===== config.mk =====
export PLATFORM = sky130hd
export DESIGN_NAME = gcd_lcm_coproc
export DESIGN_NICKNAME = d
export VERILOG_FILES = /design/src/rtl/gcd_lcm_coproc.sv
export SDC_FILE = /design/constraint.sdc
export NUM_CORES = 1
export LEC_CHECK = 0
export BUFFER_PORTS_ARGS = -buffer_cell sky130_fd_sc_hd__buf_2
export CAP_MARGIN = 20
export CORE_AREA = 2 2 179 356
export DETAILED_ROUTE_END_ITERATION = 12
export DIE_AREA = 0 0 181 358
export PLACE_DENSITY = 0.57
export SYNTH_ARGS = -nofsm -noshare
export SYNTH_HDL_FRONTEND = slang
export SYNTH_SLANG_ARGS = --single-unit

===== constraint.sdc =====
create_clock -name i_clk -period 5 [get_ports i_clk]
set_clock_uncertainty 0.05 [all_clocks]
set_input_delay 0.75 -clock i_clk [delete_from_list [all_inputs] [get_ports i_clk]]
set_output_delay 0.75 -clock i_clk [all_outputs]
set_load 0.05 [all_outputs]

===== src/rtl/gcd_lcm_coproc.sv =====
// Multi-cycle GCD/LCM coprocessor: binary Stein GCD, then LCM as (a/gcd)*b.
// Optional GCD_LCM_OVF_EN adds o_ovf, flagging nonzero upper lcm product bits.
module gcd_lcm_coproc #(
  parameter int WIDTH = 32
) (
  input  logic             i_clk,
  input  logic             i_reset,
  input  logic             i_start,
  input  logic             i_lcm_sel,
  input  logic [WIDTH-1:0] i_src_a,
  input  logic [WIDTH-1:0] i_src_b,
  output logic [WIDTH-1:0] o_result,
  output logic             o_done,
  output logic             o_busy,
`ifdef GCD_LCM_OVF_EN
  output logic             o_ovf,
`endif
  output logic             o_stall
);

  localparam int CW = $clog2(WIDTH) + 1;
  localparam logic [CW-1:0] LAST = CW'(WIDTH - 1);
`ifdef GCD_LCM_OVF_EN
  localparam int ACCW = 2 * WIDTH;
`else
  localparam int ACCW = WIDTH;
`endif

  typedef enum logic [2:0] {S_IDLE, S_GCD, S_DIV, S_MUL, S_DONE} state_t;

  state_t            r_state;
  logic [WIDTH-1:0]  r_a, r_b, r_u, r_v, r_g;
  logic              r_op;
  logic [CW-1:0]     r_k, r_cnt;
  logic [WIDTH-1:0]  r_rem, r_quo, r_mplier;
  logic [ACCW-1:0]   r_mcand, r_acc;
  logic [WIDTH-1:0]  r_result;
  logic              r_done, r_busy;
`ifdef GCD_LCM_OVF_EN
  logic              r_ovf;
`endif

  logic [WIDTH:0]    w_remShift, w_remSub;
  logic              w_fits;
  logic [WIDTH-1:0]  w_quoNext, w_gcdVal;
  logic [ACCW-1:0]   w_accNext;
  logic              w_last;

  // Restoring-division step, shift-add multiply step and Stein result shift.
  assign w_remShift = {r_rem, r_quo[WIDTH-1]};
  assign w_remSub   = w_remShift - {1'b0, r_g};
  assign w_fits     = (w_remShift >= {1'b0, r_g});
  assign w_quoNext  = {r_quo[WIDTH-2:0], w_fits};
  assign w_accNext  = r_mplier[0] ? (r_acc + r_mcand) : r_acc;
  assign w_gcdVal   = r_u << r_k;
  assign w_last     = (r_cnt == LAST);

  always_ff @(posedge i_clk) begin
    if (i_reset) begin
      r_state  <= S_IDLE;
      r_a      <= '0;
      r_b      <= '0;
      r_u      <= '0;
      r_v      <= '0;
      r_g      <= '0;
      r_op     <= 1'b0;
      r_k      <= '0;
      r_cnt    <= '0;
      r_rem    <= '0;
      r_quo    <= '0;
      r_mplier <= '0;
      r_mcand  <= '0;
      r_acc    <= '0;
      r_result <= '0;
      r_done   <= 1'b0;
      r_busy   <= 1'b0;
`ifdef GCD_LCM_OVF_EN
      r_ovf    <= 1'b0;
`endif
    end else begin
      case (r_state)
        S_IDLE: begin
          if (i_start) begin
            r_a  <= i_src_a;
            r_b  <= i_src_b;
            r_op <= i_lcm_sel;
            r_u  <= i_src_a;
            r_v  <= i_src_b;
            r_k  <= '0;
            if (i_src_a == '0 || i_src_b == '0) begin
              // Zero operand short-circuit: gcd(0,x)=x, lcm(0,x)=0.
              r_result <= i_lcm_sel ? '0 : (i_src_a | i_src_b);
              r_done   <= 1'b1;
`ifdef GCD_LCM_OVF_EN
              r_ovf    <= 1'b0;
`endif
              r_state  <= S_DONE;
            end else begin
              r_busy  <= 1'b1;
              r_state <= S_GCD;
            end
          end
        end
        S_GCD: begin
          if (r_u == r_v) begin
            if (!r_op) begin
              r_result <= w_gcdVal;
              r_done   <= 1'b1;
              r_busy   <= 1'b0;
`ifdef GCD_LCM_OVF_EN
              r_ovf    <= 1'b0;
`endif
              r_state  <= S_DONE;
            end else begin
              r_g     <= w_gcdVal;
              r_quo   <= r_a;
              r_rem   <= '0;
              r_cnt   <= '0;
              r_state <= S_DIV;
            end
          end else if (!r_u[0] && !r_v[0]) begin
            r_u <= r_u >> 1;
            r_v <= r_v >> 1;
            r_k <= r_k + 1'b1;
          end else if (!r_u[0]) begin
            r_u <= r_u >> 1;
          end else if (!r_v[0]) begin
            r_v <= r_v >> 1;
          end else if (r_u > r_v) begin
            r_u <= r_u - r_v;
          end else begin
            r_v <= r_v - r_u;
          end
        end
        S_DIV: begin
          r_rem <= w_fits ? w_remSub[WIDTH-1:0] : w_remShift[WIDTH-1:0];
          r_quo <= w_quoNext;
          r_cnt <= r_cnt + 1'b1;
          if (w_last) begin
            r_mcand  <= ACCW'(w_quoNext);
            r_mplier <= r_b;
            r_acc    <= '0;
            r_cnt    <= '0;
            r_state  <= S_MUL;
          end
        end
        S_MUL: begin
          r_acc    <= w_accNext;
          r_mcand  <= r_mcand << 1;
          r_mplier <= r_mplier >> 1;
          r_cnt    <= r_cnt + 1'b1;
          if (w_last) begin
            r_result <= w_accNext[WIDTH-1:0];
`ifdef GCD_LCM_OVF_EN
            r_ovf    <= |w_accNext[ACCW-1:WIDTH];
`endif
            r_done   <= 1'b1;
            r_busy   <= 1'b0;
            r_state  <= S_DONE;
          end
        end
        S_DONE: begin
          r_done  <= 1'b0;
          r_state <= S_IDLE;
        end
        default: r_state <= S_IDLE;
      endcase
    end
  end

  assign o_result = r_result;
  assign o_done   = r_done;
  assign o_busy   = r_busy;
  assign o_stall  = (i_start && r_state == S_IDLE) || r_busy;
`ifdef GCD_LCM_OVF_EN
  assign o_ovf    = r_ovf;
`endif

endmodule


==> results of run 1 <==
## cell usage after synthesis (43+ instances only)
master | n | area share [%]
nand2_1 | 556 | 8.5
dfxtp_1 | 370 | 30
a21oi_1 | 312 | 6.4
nor2_1 | 281 | 4.3
o21ai_0 | 207 | 4.2
clkbuf_1 | 184 | 2.8
ha_1 | 130 | 6.6
inv_1 | 130 | 2.0
a311oi_1 | 69 | 2.5
mux2i_1 | 65 | 2.7
a21o_1 | 63 | 1.9
nor3_1 | 63 | 1.3
xnor2_1 | 62 | 2.2
o211ai_1 | 52 | 1.6
xor2_1 | 50 | 1.8
nand3_1 | 43 | 0.88
## area by class of cell
type	instances	area share (%)
tap	786	3.61
clock buffer	49	3.99
timing repair buffer	178	4.22
inverter	131	1.81
multi-input combinational	2500	58.1
clock inverter	22	1.08
sequential	370	27.2
## logic make-up (layout without fill, tap and decap cells)
group / after synthesis / in the layout / share of synthesized area, %
adders and majority gates: 134 / 134 / 6.96
buffers and inverters: 358 / 380 / 5.65
muxes: 102 / 102 / 5.27
DFF: 370 / 370 / 30.2
AOI/OAI and AO/OA: 1040 / 1040 / 28.3
xor gates and xnor gates: 112 / 112 / 4.00
and+or+nand+nor: 1112 / 1112 / 19.6
## flip-flops by register name (all words and copies together) (netlist names)
signal,count
r_u,32
r_v,32
o_done,1
r_a,32
r_op,1
r_acc,32
r_mcand,32
r_g,32
r_state,3
r_rem,32
r_mplier,32
r_b,32
o_busy,1
r_cnt,6
r_quo,32
r_k,6
o_result,32
## power by group through the flow
stage          registers (mW)  logic, mW  clock network (mW)
2_1_floorplan            3.30       1.75                   0
3_3_place_gp             3.29       2.92                   0
3_5_place_dp             3.30       2.90                   0
4_1_cts                  3.23       2.91                3.27
5_1_grt                  3.25       3.15                3.37
6_report                 3.24       2.97                3.23
## stage by stage
stage,utilization [%],setup WS [ps],cells
2_1_floorplan,-,1470,3228
3_3_place_gp,41.6,627,3964
3_5_place_dp,41.7,608,3965
4_1_cts,43.9,591,4036
5_1_grt,43.9,375,4036
6_report,43.9,506,4036
## tightest hold or removal path, cell delays in order (launching register included)
cell and delay [ps]:
dfxtp_1 310, nand2_1 50, a21oi_1 50
## worst max path at each step
stage / end / slack [ps]
2_1_floorplan: r_u[25] / 1470
3_3_place_gp: r_u[14] / 630
3_5_place_dp: r_u[21] / 610
4_1_cts: r_u[14] / 590
5_1_grt: r_u[14] / 370
6_report: r_u[21] / 510
## metal layers
| layer | up-vias | wire length, um |
|---|---|---|
| li1 | 11596 | - |
| met1 | 11933 | 36900 |
| met2 | 1005 | 54000 |
| met3 | 362 | 5680 |
| met4 | 0 | 9640 |
| met5 | - | 0 |
==> results.txt, run 1 <==
status: finished clean
sequential share of power: 34.3%
Final setup viols: 0
Switch Pwr: 3.53 mW
DRC viols: 0
1st-iter DRT viols: 1935
Post-synth EDFFs: 0
Post-CTS Resized: 0
post-route cell area: 0.0272 sq mm
Final nets: 3422
Worst Setup SP: r_u[24]
slowest CP cell: or4_4
Core Region: 0.0620 sq mm
commonest non-fill, non-tap cells in the layout: 554 x nand2_1, 368 x dfxtp_1, 312 x a21oi_1
Worst slew margin: 24.0%
Worst Hold Class: reg2reg
hold buffer count at CTS: 0
achievable clock frequency: 223 MHz
Mapped Cells: 3228
Yosys Warn Count: 0
Yosys reg bits: 370
IO Pins: 103
CP Launch Type: register
Hold Crit Depth: 2
r2r endpoint: r_u[21]
switching portion of total power: 37.3%
flop2flop setup slack: 510 ps
FF+latch area: 0.00741 sq mm
P per Cell Area: 347 mW/mm^2
largest net degree at the start of global routing: 122
critical path endpoint category: register
Die Wd: 181 um
Worst-path clk slew: 70 ps
leak pwr: 10.8 nW
die height: 358 um
library cells used by synthesis: 83
share of cells above drive strength 1: 11.0%
Tot GR Track Use: 32.2%
Area Growth Syn to Fin: 11.0%
Starting Density: 39.5%
family with the most delay on the worst path: simple AND/OR/NAND/NOR gates
Clock power frac: 34.2%
Avg WL per Cell: 26.3 um
grt total ovfl: 0
Total Power: 9.44 mW
routability cong.: 1.02
clk sinks: 370
grt met1 use: 32.5%
setup bufs post-CTS: 0
WHS: 405 ps
iteration count of the initial detailed-routing pass: 6
fill count: 6343
critical path required time: 5430 ps
RSZ-0062 raised after global routing: false
crit path buf inv count: 1
final WL: 106000 um
P_int: 5.92 mW
Max stage delay on crit path: 690 ps
FP Rows: 129
Vias: 24896
r2r worst-path depth: 11
first-pass GRT wire length: 158000 um
Skew-Pair Late Insertion Delay: 580 ps
number of max-cap violations: 0
kind of critical path: reg2reg
worst slew pin tran: 1140 ps
Logic pwr share: 31.5%
dpl cell area: 0.0258 sq mm
commonest non-fill, non-tap cell in the layout: nand2_1
die area: 0.0648 sq mm
minimum clock period: 4490 ps
Netlist Area Pre-Place: 0.0245 sq mm
Via density: 6.17
Max H-tree Level: 2
Mapped Avg Cell Area: 7.59 sq um
post-DP HPWL: 81800 um
Hold Startpoint: r_g[26]
M3 GR Usage: 4.06%
Clock Path Buffers: 3
Post-synth ARST share: 0%
crit path DAT: 4930 ps
setup TNS: 0 ps
TritonCTS Buffers: 39
hold endpoint: r_g[26]
CTS root buffer: clkbuf_16
CTS tree: built
commonest register cell after synthesis: dfxtp_1
port buffer count: 102
fin. max-slew vios: 0
area of the multi-input gates: 0.0158 sq mm
register area share after synthesis: 30.2%
initial antenna violation count: 0
R2R Path Start: r_u[24]
Syn Nets: 3430
CP Depth: 11
fin crit share: 89.9%
Final Hold Viols: 0
Max VDD drop: 0.000226 V
vias in the first global route: 24943
CP max FO: 9
gr busiest metal: met2
Cell Chain, Critical Path: inv_1 -> ha_1 -> nand4_1 -> or4_4 -> nor4_4 -> a211oi_1 -> a21o_1 -> o31a_1 -> nand2_2 -> a221oi_1 -> a2111oi_2
met2 GRT Util: 59.6%
ANT cells: 0
post-route ant nets: 0
Power figures use the tool's default switching activity.
==> run 2, diff against run 1 <==
- CORE_AREA: 2 2 179 356 -> 2 2 191 333
- DIE_AREA: 0 0 181 358 -> 0 0 193 335
==> run 2 against run 1 <==
Wire length down 1.8%. Largest cell class unchanged. Via count increased by 0.27%. Die area is 0.22% lower. Utilization increased by 0.084 points. Register-to-register slack got worse by 90 ps. Sequential power is essentially flat.
==> results.txt, run 2 (synthesis gave the netlist of run 1 again) <==
status: finished clean
critical path required time: 5410 ps (-20 ps)
critical path endpoint category: register
Max H-tree Level: 2 (unchanged)
Worst Hold Class: reg2reg
Avg WL per Cell: 25.7 um (-2.4%)
Hold Crit Depth: 2 (unchanged)
Skew-Pair Late Insertion Delay: 580 ps (about the same)
die height: 335 um (-6.4%)
Finished Layout Cells: 4064 (+0.69%)
clk sinks: 370 (unchanged)
utilization after layout: 44.0% (+0.084 points)
Core Region: 0.0621 sq mm (+0.15%)
slowest CP cell: or4_4
commonest non-fill, non-tap cell in the layout: nand2_1
share of cells above drive strength 1: 11.3% (+0.33 points)
leak pwr: 10.9 nW (+0.31%)
fin crit share: 91.6% (+1.7 points)
final WL: 104000 um (-1.8%)
post-DP HPWL: 80200 um (-2.0%)
Worst slew margin: 25.0% (+0.91 points)
CP Launch Type: register
achievable clock frequency: 218 MHz (-1.9%)
Clock Path Buffers: 3 (unchanged)
iteration count of the initial detailed-routing pass: 6 (unchanged)
CTS tree: built
crit path DAT: 4990 ps (+60 ps)
Area Growth Syn to Fin: 11.4%
CTS root buffer: clkbuf_16
kind of critical path: reg2reg
Post-CTS Resized: 0 (unchanged)
fill count: 6434 (+1.4%)
TritonCTS Buffers: 39 (unchanged)
DP Cell Count: 3989 (+0.61%)
flop2flop setup slack: 420 ps (-90 ps)
Starting Density: 39.5% (-0.059 points)
number of max-cap violations: 0 (unchanged)
r2r endpoint: r_u[29]
Cell Chain, Critical Path: inv_1 -> ha_1 -> nand4_1 -> or4_4 -> nor4_4 -> nor2_1 -> a21o_1 -> nand3_1 -> nor3_1 -> a221oi_1 -> a21oi_1
fin. max-slew vios: 0 (unchanged)
r2r worst-path depth: 11 (unchanged)
Final Hold Viols: 0 (unchanged)
Worst-path clk slew: 70 ps (about the same)
Max stage delay on crit path: 630 ps (-60 ps)
Via density: 6.14 (-0.42%)
worst slew pin tran: 1120 ps (-13.6 ps)
P per Cell Area: 343 mW/mm^2 (-1.1%)
vias in the first global route: 24518 (-1.7%)
die area: 0.0647 sq mm (-0.22%)
hold buffer count at CTS: 0 (unchanged)
Max VDD drop: 0.000296 V (+31%)
1st-iter DRT viols: 1988 (+2.7%)
port buffer count: 102 (unchanged)
R2R Path Start: r_u[19]
IO Pins: 103 (unchanged)
commonest non-fill, non-tap cells in the layout: 554 x nand2_1, 368 x dfxtp_1, 312 x a21oi_1
grt total ovfl: 0 (unchanged)
post-route ant nets: 0 (unchanged)
minimum clock period: 4580 ps (+87.1 ps)
dpl cell area: 0.0259 sq mm (+0.22%)
post-route cell area: 0.0273 sq mm (+0.34%)
family with the most delay on the worst path: simple AND/OR/NAND/NOR gates
Final setup viols: 0 (unchanged)
setup TNS: 0 ps (unchanged)
DRC viols: 0 (unchanged)
Hold Startpoint: r_g[31]
routability cong.: 1.08 (+6.0%)
hold endpoint: r_g[31]
crit path buf inv count: 1 (unchanged)
Tot GR Track Use: 31.9% (-0.29 points)
Final nets: 3433 (+0.32%)
largest net degree at the start of global routing: 98 (-20%)
initial antenna violation count: 3 (+3)
RSZ-0062 raised after global routing: false
CP max FO: 14 (+5)
setup bufs post-CTS: 0 (unchanged)
first-pass GRT wire length: 155000 um (-1.7%)
Vias: 24963 (+0.27%)
FP Rows: 121 (-6.2%)
Die Wd: 193 um (+6.6%)
==> run 2: cell types whose count changed in the layout (fill, tap and decap cells not counted), sizes merged <==
cell | previous run | this run
buf | 178 | 189
clkinv | 12 | 9
clkinvlp | 2 | 5
diode | 0 | 3
clkbuf | 49 | 50
==> run 2: layout make-up <==
type | instances | area (sq um) | area share (%)
multi-input combinational | 2500 | 15800 | 57.8
inverter | 131 | 492 | 1.80
tap | 799 | 1000 | 3.66
timing repair buffer | 189 | 1200 | 4.39
antenna | 3 | 7.51 | 0.0275
sequential | 370 | 7410 | 27.1
clock inverter | 22 | 299 | 1.10
clock buffer | 50 | 1110 | 4.06
==> run 2: worst min-delay path, delay by kind of cell, from the launching register on <==
family           cells  cell delay, ps
flip-flops           1             310
AND/OR/NAND/NOR      1              50
AO/OA/AOI/OAI        1              50
==> run 2: metrics by stage <==
stage | setup WS, ps | total power [mW] | hold slack [ps]
2_1_floorplan | 1470 | 5.06 | 382
3_3_place_gp | 614 | 6.13 | 392
3_5_place_dp | 503 | 6.11 | 396
4_1_cts | 498 | 9.34 | 404
5_1_grt | 278 | 9.68 | 421
6_report | 419 | 9.37 | 401
==> run 2: where the power goes <==
part           switching, mW  internal, mW  leakage, nW
Sequential             0.144          3.07         3.01
Clock                   1.35          1.90        0.680
Combinational           1.95         0.952         7.17
==> run 2: layer usage <==
metal | track usage, % | part of all wire [%] | up-vias
met4 | 22.8 | 8.9 | 0
met5 | 0 | 0 | -
met1 | 33.8 | 36 | 11927
met3 | 4.31 | 5.5 | 359
li1 | - | - | 11647
met2 | 57.1 | 50 | 1030
==> run 2: how the worst max path moves through the flow <==
stage | start | cells after the start | end
floorplan | r_u[0] | 15 | r_u[25]
global placement | r_u[19] | 11 | r_u[29]
detailed placement | r_u[16] | 11 | r_u[29]
CTS | r_u[19] | 11 | r_u[29]
global route | r_u[16] | 11 | r_u[29]
finish | r_u[19] | 11 | r_u[29]
